**config.mk**
```make
export PLATFORM = sky130hd
export DESIGN_NAME = ex_mem_stage
export DESIGN_NICKNAME = d
export VERILOG_FILES = /design/src/rtl/ex_mem_stage.sv
export SDC_FILE = /design/constraint.sdc
export NUM_CORES = 1
export LEC_CHECK = 0
export BUFFER_PORTS_ARGS = -buffer_cell sky130_fd_sc_hd__buf_2
export CORE_MARGIN = 1
export CORE_UTILIZATION = 30
export DETAILED_ROUTE_END_ITERATION = 6
export PLACE_DENSITY_LB_ADDON = 0.1
export SETUP_SLACK_MARGIN = 0.05
export SYNTH_ARGS = -nofsm -noshare
export SYNTH_HDL_FRONTEND = slang
export SYNTH_SLANG_ARGS = --single-unit
```
**constraint.sdc**
```tcl
create_clock -name clk -period 4.44 [get_ports clk]
set_clock_uncertainty 0.1 [all_clocks]
set_input_delay 0.444 -clock clk [delete_from_list [all_inputs] [get_ports clk]]
set_output_delay 0.444 -clock clk [all_outputs]
set_load 0.02 [all_outputs]
```
**src/rtl/ex_mem_stage.sv**
```systemverilog
// ex_mem_stage: EX/MEM pipeline register with ready/ack data-memory access, load extension and stall/fault control
module ex_mem_stage #(
  parameter int DATA_WIDTH = 32,
  parameter int INST_WIDTH = 32,
  parameter int REGISTER_ADDR_WIDTH = 5,
  parameter int TIMEOUT_CYCLES = 16
) (
  input  logic                           clk,
  input  logic                           rst,
  input  logic [INST_WIDTH-1:0]          INST_EX,
  input  logic                           reg_write_EX,
  input  logic                           mem_write_EX,
  input  logic [1:0]                     result_sel_EX,
  input  logic [DATA_WIDTH-1:0]          alu_res_EX,
  input  logic [REGISTER_ADDR_WIDTH-1:0] rd_EX,
  input  logic [DATA_WIDTH-1:0]          write_data_EX,
  input  logic [DATA_WIDTH-1:0]          PC_plus_4_EX,
  input  logic [2:0]                     funct3_EX,
  output logic [INST_WIDTH-1:0]          INST_EX_MEM_o,
  output logic                           reg_write_EX_MEM_o,
  output logic [1:0]                     result_sel_EX_MEM_o,
  output logic [DATA_WIDTH-1:0]          alu_res_EX_MEM_o,
  output logic [REGISTER_ADDR_WIDTH-1:0] rd_EX_MEM_o,
  output logic [DATA_WIDTH-1:0]          PC_plus_4_EX_MEM_o,
  output logic                           dmem_req,
  output logic                           dmem_we,
  output logic [DATA_WIDTH-1:0]          dmem_addr,
  output logic [3:0]                     dmem_be,
  output logic [DATA_WIDTH-1:0]          dmem_wdata,
  input  logic [DATA_WIDTH-1:0]          dmem_rdata,
  input  logic                           dmem_ack,
  output logic [DATA_WIDTH-1:0]          load_data_MEM,
  output logic                           reg_write_MEM,
  output logic                           valid_MEM,
  output logic                           stall_MEM,
  output logic                           misalign_fault_MEM,
  output logic                           timeout_fault_MEM
);
  localparam int CW = (TIMEOUT_CYCLES > 2) ? $clog2(TIMEOUT_CYCLES) : 1;
  typedef enum logic {IDLE, ACCESS} state_t;
  state_t state, state_nx;
  logic [CW-1:0] cnt;
  logic mem_write_q, live_q;
  logic [DATA_WIDTH-1:0] write_data_q;
  logic [2:0] funct3_q;
  logic access, timeout, misal, capture_mem;
  logic [1:0] sh;
  logic [7:0] lb;
  logic [15:0] lh;
  logic [3:0] be_raw;
  logic [DATA_WIDTH-1:0] wdata_raw, ext;

  function automatic logic is_mem(input logic rw, input logic mw, input logic [1:0] rs, input logic [2:0] f3);
    return mw ? (f3 inside {3'b000, 3'b001, 3'b010})
              : (rw && rs == 2'b01 && (f3 inside {3'b000, 3'b001, 3'b010, 3'b100, 3'b101}));
  endfunction

  function automatic logic aligned(input logic [2:0] f3, input logic [1:0] a);
    return f3[1] ? (a == 2'b00) : f3[0] ? !a[0] : 1'b1;
  endfunction

  always_comb begin
    access      = state == ACCESS;
    timeout     = access && !dmem_ack && cnt == CW'(TIMEOUT_CYCLES - 1);
    stall_MEM   = access && !dmem_ack && !timeout;
    misal       = live_q && is_mem(reg_write_EX_MEM_o, mem_write_q, result_sel_EX_MEM_o, funct3_q)
                  && !aligned(funct3_q, alu_res_EX_MEM_o[1:0]);
    capture_mem = is_mem(reg_write_EX, mem_write_EX, result_sel_EX, funct3_EX) && aligned(funct3_EX, alu_res_EX[1:0]);
    state_nx    = (stall_MEM || capture_mem) ? ACCESS : IDLE;
    valid_MEM          = !stall_MEM && live_q;
    misalign_fault_MEM = misal;
    timeout_fault_MEM  = timeout;
    reg_write_MEM      = valid_MEM && reg_write_EX_MEM_o && !misal && !timeout;
    sh        = alu_res_EX_MEM_o[1:0];
    be_raw    = funct3_q[1] ? 4'b1111 : funct3_q[0] ? 4'b0011 << sh : 4'b0001 << sh;
    wdata_raw = funct3_q[1] ? write_data_q : funct3_q[0] ? {2{write_data_q[15:0]}} : {4{write_data_q[7:0]}};
    dmem_req   = access;
    dmem_we    = access && mem_write_q;
    dmem_addr  = access ? {alu_res_EX_MEM_o[DATA_WIDTH-1:2], 2'b00} : '0;
    dmem_be    = access ? be_raw : 4'b0000;
    dmem_wdata = (access && mem_write_q) ? wdata_raw : '0;
    lb  = dmem_rdata[{sh, 3'b000} +: 8];
    lh  = dmem_rdata[{sh[1], 4'b0000} +: 16];
    ext = funct3_q == 3'b000 ? {{24{lb[7]}}, lb} :
          funct3_q == 3'b001 ? {{16{lh[15]}}, lh} :
          funct3_q == 3'b010 ? dmem_rdata :
          funct3_q == 3'b100 ? {24'd0, lb} :
          funct3_q == 3'b101 ? {16'd0, lh} : '0;
    load_data_MEM = (access && dmem_ack && !mem_write_q) ? ext : '0;
  end

  always_ff @(posedge clk) begin
    if (rst) begin
      state               <= IDLE;
      cnt                 <= '0;
      live_q              <= 1'b0;
      INST_EX_MEM_o       <= INST_WIDTH'(32'h00000013);
      reg_write_EX_MEM_o  <= 1'b0;
      mem_write_q         <= 1'b0;
      result_sel_EX_MEM_o <= 2'b00;
      alu_res_EX_MEM_o    <= '0;
      rd_EX_MEM_o         <= '0;
      write_data_q        <= '0;
      PC_plus_4_EX_MEM_o  <= '0;
      funct3_q            <= 3'b000;
    end else begin
      state <= state_nx;
      cnt   <= stall_MEM ? cnt + CW'(1) : '0;
      if (!stall_MEM) begin
        live_q              <= 1'b1;
        INST_EX_MEM_o       <= INST_EX;
        reg_write_EX_MEM_o  <= reg_write_EX;
        mem_write_q         <= mem_write_EX;
        result_sel_EX_MEM_o <= result_sel_EX;
        alu_res_EX_MEM_o    <= alu_res_EX;
        rd_EX_MEM_o         <= rd_EX;
        write_data_q        <= write_data_EX;
        PC_plus_4_EX_MEM_o  <= PC_plus_4_EX;
        funct3_q            <= funct3_EX;
      end
    end
  end
endmodule

```
---- Word level (Yosys, flattened, before mapping) ----
Cells that the tools add are included.
word-level totals
  logic and storage cells ................. 84
  memory bits (writable) .................. 0
  register bits after elaboration ......... 146
  output and inout port bits .............. 211
  bits in latches ......................... 0
  ROM bits ................................ 0
  bits of input ports ..................... 175
  memories ................................ 0
cells by class
  magnitude comparators ................... 0
  add/subtract/negate cells ............... 1
  reductions and logical operators ........ 35
  shift-type cells ........................ 4
  eq/ne operators ......................... 11
  div/mod/pow operators ................... 0
  mux-type cells .......................... 20
  bitwise gates (word level) .............. 1
  $mul .................................... 0
operator list
  operator               count
  $mux W32               8
  $mux W16               2
  $shiftx A32 B6 Y16     1
  $shiftx A32 B6 Y8      1
  $logic_and A1 B1 Y1    17
  $eq A3 B3 Y1 const B   4
  $mux W4                3
  $reduce_bool A5 Y1     2
  $logic_not A1 Y1       8
  $mux W1                7
  $eq A3 B1 Y1 const B   2
  $eq A3 B2 Y1 const B   2
  $logic_not A3 Y1       2
  $reduce_bool A3 Y1     2
  $add A4 B1 Y4 const B  1
  $eq A2 B1 Y1 const B   2
  $eq A4 B4 Y1 const B   1
  $logic_not A2 Y1       2
  $shl A1 B2 Y4 const A  1
  $shl A2 B2 Y4 const A  1
  $reduce_or A2 Y1       1
  $logic_or A1 B1 Y1     1
  $not A1 Y1             1

---- Depth between registers and ports, before layout ----
  word-level depth ........................ 10
  gate-level depth with buffers ........... 8

---- Worst setup path after synthesis ----
OpenSTA, ideal clock, no wires.
  path type ............................... reg-to-output
  from .................................... reg alu_res_EX_MEM_o[1]
  to ...................................... out reg_write_MEM
  arrival time ............................ 1.899 ns
  data required time ...................... 3.896 ns
  buffers on the path ..................... 2
  stages on the path, launching flop included .. 7
  setup slack ............................. 1.997 ns
  cells stage by stage .................... dfxtp_1 buf_4 buf_4 nor2_1 nand3b_1 nor3_1 nor2_1
between the ends
  longest elaborated chain between the ends .. 7
ends and longest elaborated chain
  what                               RTL line  RTL
  from (decl)                        22        output logic [DATA_WIDTH-1:0] alu_res_EX_MEM_o,
  from (signal assigned)             115       alu_res_EX_MEM_o <= alu_res_EX;
  $logic_not A2 Y1                   59        return f3[1] ? (a == 2'b00) : f3[0] ? !a[0] : 1'b1;
  $mux W1                            59
  $logic_not A1 Y1                   67        && !aligned(funct3_q, alu_res_EX_MEM_o[1:0]);
  $logic_and A1 B1 Y1                67
  via misalign_fault_MEM             36        output logic misalign_fault_MEM,
  $logic_not A1 Y1                   73        reg_write_MEM = valid_MEM && reg_write_EX_MEM_o && !misal && !timeout;
  $logic_and A1 B1 Y1 (2 in series)  73
  to (decl)                          33        output logic reg_write_MEM,
The timed path passes the listed nets, and every way through them passes these cells.

---- Worst setup path in the final report ----
  from .................................... reg funct3_q[1]
  to ...................................... out load_data_MEM[5]
between the ends
  longest elaborated chain between the ends .. 7
  elaborated cells between the ends (all ways) .. 11
  those cells by class .................... eq/ne (4); mux (6); reduce/logical (1)
ends and longest elaborated chain
  what                    RTL line  RTL
  from (decl)             45        logic [2:0] funct3_q;
  from (signal assigned)  119       funct3_q <= funct3_EX;
  $eq A3 B3 Y1            88        funct3_q == 3'b101 ? {16'd0, lh} : '0;
  $mux W16                88
  $mux W16                87        funct3_q == 3'b100 ? {24'd0, lb} :
  $mux W32                86        funct3_q == 3'b010 ? dmem_rdata :
  $mux W32                85        funct3_q == 3'b001 ? {{16{lh[15]}}, lh} :
  $mux W32 *              84        ext = funct3_q == 3'b000 ? {{24{lb[7]}}, lb} :
  $mux W32 *              89        load_data_MEM = (access && dmem_ack && !mem_write_q) ? ext : '0;
  to (decl)               32        output logic [DATA_WIDTH-1:0] load_data_MEM,
Mark *: on every way between the ends. The rest lies on a longest branch, timed or not.

==> summary.md <==
| Metric | Value |
|---|---|
| Vias in the first global route | `7113` |
| Grt total ovfl | `0` |
| CP Capture Point | `load_data_MEM[5]` |
| GR peak layer | `met2` |
| Total GRT Usage | `0.2138` |
| H-tree lvl count | `4` |
| Avg WL per Cell | `15.93 um` |
| Relative slew slack | `0.1810` |
| Final core occ | `0.4298` |
| Fin crit period | `3426 ps` |
| Most frequent cells in the layout | `382 x buf_2, 311 x nand2_1, 187 x a21oi_1, 145 x dfxtp_1, 65 x nor2_1` |
| Synth-to-layout area growth | `38.59%` |
| HPWL after DPL | `18.07 mm` |
| Final period utilization | `0.7715` |
| Cell repeated most along the worst path | `nor3_1` |
| Starting DRC count in detailed routing | `423` |
| Met1 Use GR | `0.2584` |
| Largest stage delay on the critical path | `730 ps` |
| Syn. warnings | `0` |
| Synth area leaders | `dfxtp_1 43%, nand2_1 17%, a21oi_1 14%` |
| Crit. Startpoint | `funct3_q[1]$_SDFFE_PP0N_` |
| Min-delay worst type | `in -> reg` |
| Initial Utilization | `0.3101` |
| CTS tree | `built` |
| FFs w/ async S/R, synth | `0` |
| Critical path class | `reg -> out` |
| Reg-to-reg endpoint | `write_data_q[23]$_SDFFE_PP0N_` |
| Share of cells above drive strength 1 | `0.3341` |
| Hold Fails Final Rpt | `0` |
| Max-slew violations | `0` |
| CP Cell Sequence | `inv_1 > nor3_1 > nor3_1 > o32ai_1 > buf_2` |
| Via density | `4.703` |
| Syn Std Cell Area | `6852 um^2` |
| Outcome | `finished, final reports clean` |
| CP arrival | `2880 ps` |
| CP startpoint kind | `flip-flop` |
| Total core area | `22090 um^2` |
| Setup TNS | `0 ps` |
| Buf/Inv on CP | `2` |
| Worst Path Required | `3900 ps` |
| Post-DRT Antenna Nets | `0` |
| CTS sink cnt | `146` |
| Commonest non-fill, non-tap cell in the layout | `buf_2` |
| Critical path depth in cells | `5` |
| Peak VDD IR | `218.0 uV` |
| Num rows | `54` |
| Routed WL | `25.33 mm` |
| DRC errors left | `0` |
| Type of destination of the critical path | `primary output` |
| Worst-path fanout max | `28` |
| CTS clk-pin slew, worst paths | `70 ps` |
| Static Leak | `4.787 nW` |
| GPL Wtd Cong | `0.8510` |
| Final setup vio count | `0` |
| Slowest-stage cell, CP | `nor3_1` |
| GRT met2 Usage | `0.3694` |
| Setup Fix Bufs, Post-CTS | `0` |
| Post-synth cell types | `38` |
| R2R setup slack | `2100 ps` |
| Count of flip-flops with a built-in enable after synthesis | `0` |
| Register area share after synthesis | `0.4266` |
| RSZ-0062 raised after global routing | `no` |
| Worst R2R Path Depth | `7` |
| Vias | `7477` |
| Top_reg_cell synth | `dfxtp_1` |
| # port buffers | `383` |
| Fill count | `2456` |
| Pin count of the biggest net entering global routing | `129` |
| Cell family with most CP delay | `simple AND/OR/NAND/NOR gates` |
| Hold Slack | `129.2 ps` |
| IO Pins | `386` |
| Yosys top cell area share | `0.4266` |
| Max-cap violations | `0` |
| Initial antenna violation count | `2` |
| Max frequency | `0.2919 GHz` |
| Reg-to-reg startpoint | `cnt[0]$_SDFF_PP0_` |
| Power Density | `367.9 nW/um^2` |
| Dominant cell type by area after synthesis | `dfxtp_1` |
| Nets | `1472` |
| Clock Latency Late Sink | `420 ps` |
| Die Footprint | `23450 um^2` |
| Worst slew pin tran | `1226 ps` |
| Die span in y | `153.1 um` |
| Synthesized area per cell | `7.144 um^2` |
| Hold_buf cts | `0` |
| Post-Synthesis Cells | `959` |
| Max Root-Sink Buffers | `2` |
| Seq cells post-synth | `146` |
| Horiz. Die Dim | `153.1 um` |
| Cts repair resizes | `0` |
| Pre-antenna DRT Iters | `4` |
| CTS Buf Count | `17` |
| First-pass GRT wire length | `39.77 mm` |
| Grt met3 use | `0.05585` |
| CTS Root Cell | `clkbuf_16` |
cells by family (layout without fill, tap and decap cells):
logic type | after synthesis | in the layout | share of synthesized area
simple gates | 475 | 475 | 0.2935
other cells | 1 | 4 | 0.0005473
buf+inv | 83 | 431 | 0.05369
fa+ha+maj | 1 | 1 | 0.001826
xor+xnor | 2 | 2 | 0.002557
compound gates | 218 | 218 | 0.1713
flops | 146 | 146 | 0.4266
mux | 33 | 33 | 0.05004
cell type report:
class	instances	area, um^2	area share
repair buffers	392	2012	0.2119
clock buffers	17	425.4	0.04480
well taps	280	350.3	0.03690
clock inverters	14	173.9	0.01832
diodes	2	5.005	0.0005271
multi-input cells	731	3572	0.3762
inverters	8	32.53	0.003426
flip-flops and latches	146	2924	0.3079
per-layer routing:
metal / part of all wire / vias to the layer above
met5: 0 / -
met4: 0.018 / 0
met3: 0.060 / 24
met2: 0.49 / 227
met1: 0.43 / 3408
li1: - / 3818
worst min-delay path: stages:
cell	delay, ps
buf_2	70
nand2_1	40
nand3_1	70
where the power goes:
part / switching [mW] / internal (mW)
Combinational: 0.339 / 0.208
Sequential: 0.0649 / 1.39
Clock: 0.602 / 0.889
flip-flops by register name (all words and copies together), names as in the netlist:
| name | flops |
|---|---|
| INST_EX_MEM_o | 32 |
| funct3_q | 3 |
| alu_res_EX_MEM_o | 32 |
| cnt | 4 |
| live_q | 1 |
| result_sel_EX_MEM_o | 2 |
| rd_EX_MEM_o | 5 |
| write_data_q | 32 |
| reg_write_EX_MEM_o | 1 |
| dmem_req | 1 |
| PC_plus_4_EX_MEM_o | 32 |
| mem_write_q | 1 |
synthesized netlist by cell type (3+ instances only):
cell,number
o21ai_0,13
nand2_1,311
nand3_1,7
dfxtp_1,146
nor3b_1,7
and2_1,31
o32ai_1,7
and3_1,9
inv_1,6
nand2b_1,20
a21oi_1,187
buf_4,5
nand3b_1,3
nor2_1,65
nor3_1,19
clkbuf_1,44
mux2i_1,23
a31oi_1,3
nor2b_1,3
mux2_2,9
buf_2,24
stage by stage:
step / power [mW] / worst slack [ps] / instances / cell area [um^2]
after floorplan: 1.806 / 1997 / 960 / 6855
after global placement: 2.033 / 1476 / 1557 / 8891
after detailed placement: 2.035 / 1464 / 1557 / 8891
after CTS: 3.537 / 1006 / 1588 / 9490
after global routing: 3.652 / 691.1 / 1590 / 9495
final: 3.493 / 1014 / 1590 / 9495
worst min path at each step:
stage,start,to,slack [ps],depth (start not counted)
4_1_cts,INST_EX[1],INST_EX_MEM_o[1]$_SDFFE_PP1N_,120,3
6_report,INST_EX[1],INST_EX_MEM_o[1]$_SDFFE_PP1N_,130,3
2_1_floorplan,write_data_q[16]$_SDFFE_PP0N_,write_data_q[16]$_SDFFE_PP0N_,330,2
3_5_place_dp,INST_EX_MEM_o[28]$_SDFFE_PP0N_,INST_EX_MEM_o[28]$_SDFFE_PP0N_,340,2
3_3_place_gp,INST_EX_MEM_o[13]$_SDFFE_PP0N_,INST_EX_MEM_o[13]$_SDFFE_PP0N_,330,2
5_1_grt,alu_res_EX[25],alu_res_EX_MEM_o[25]$_SDFFE_PP0N_,140,3
(Power assumes the default switching activity.)
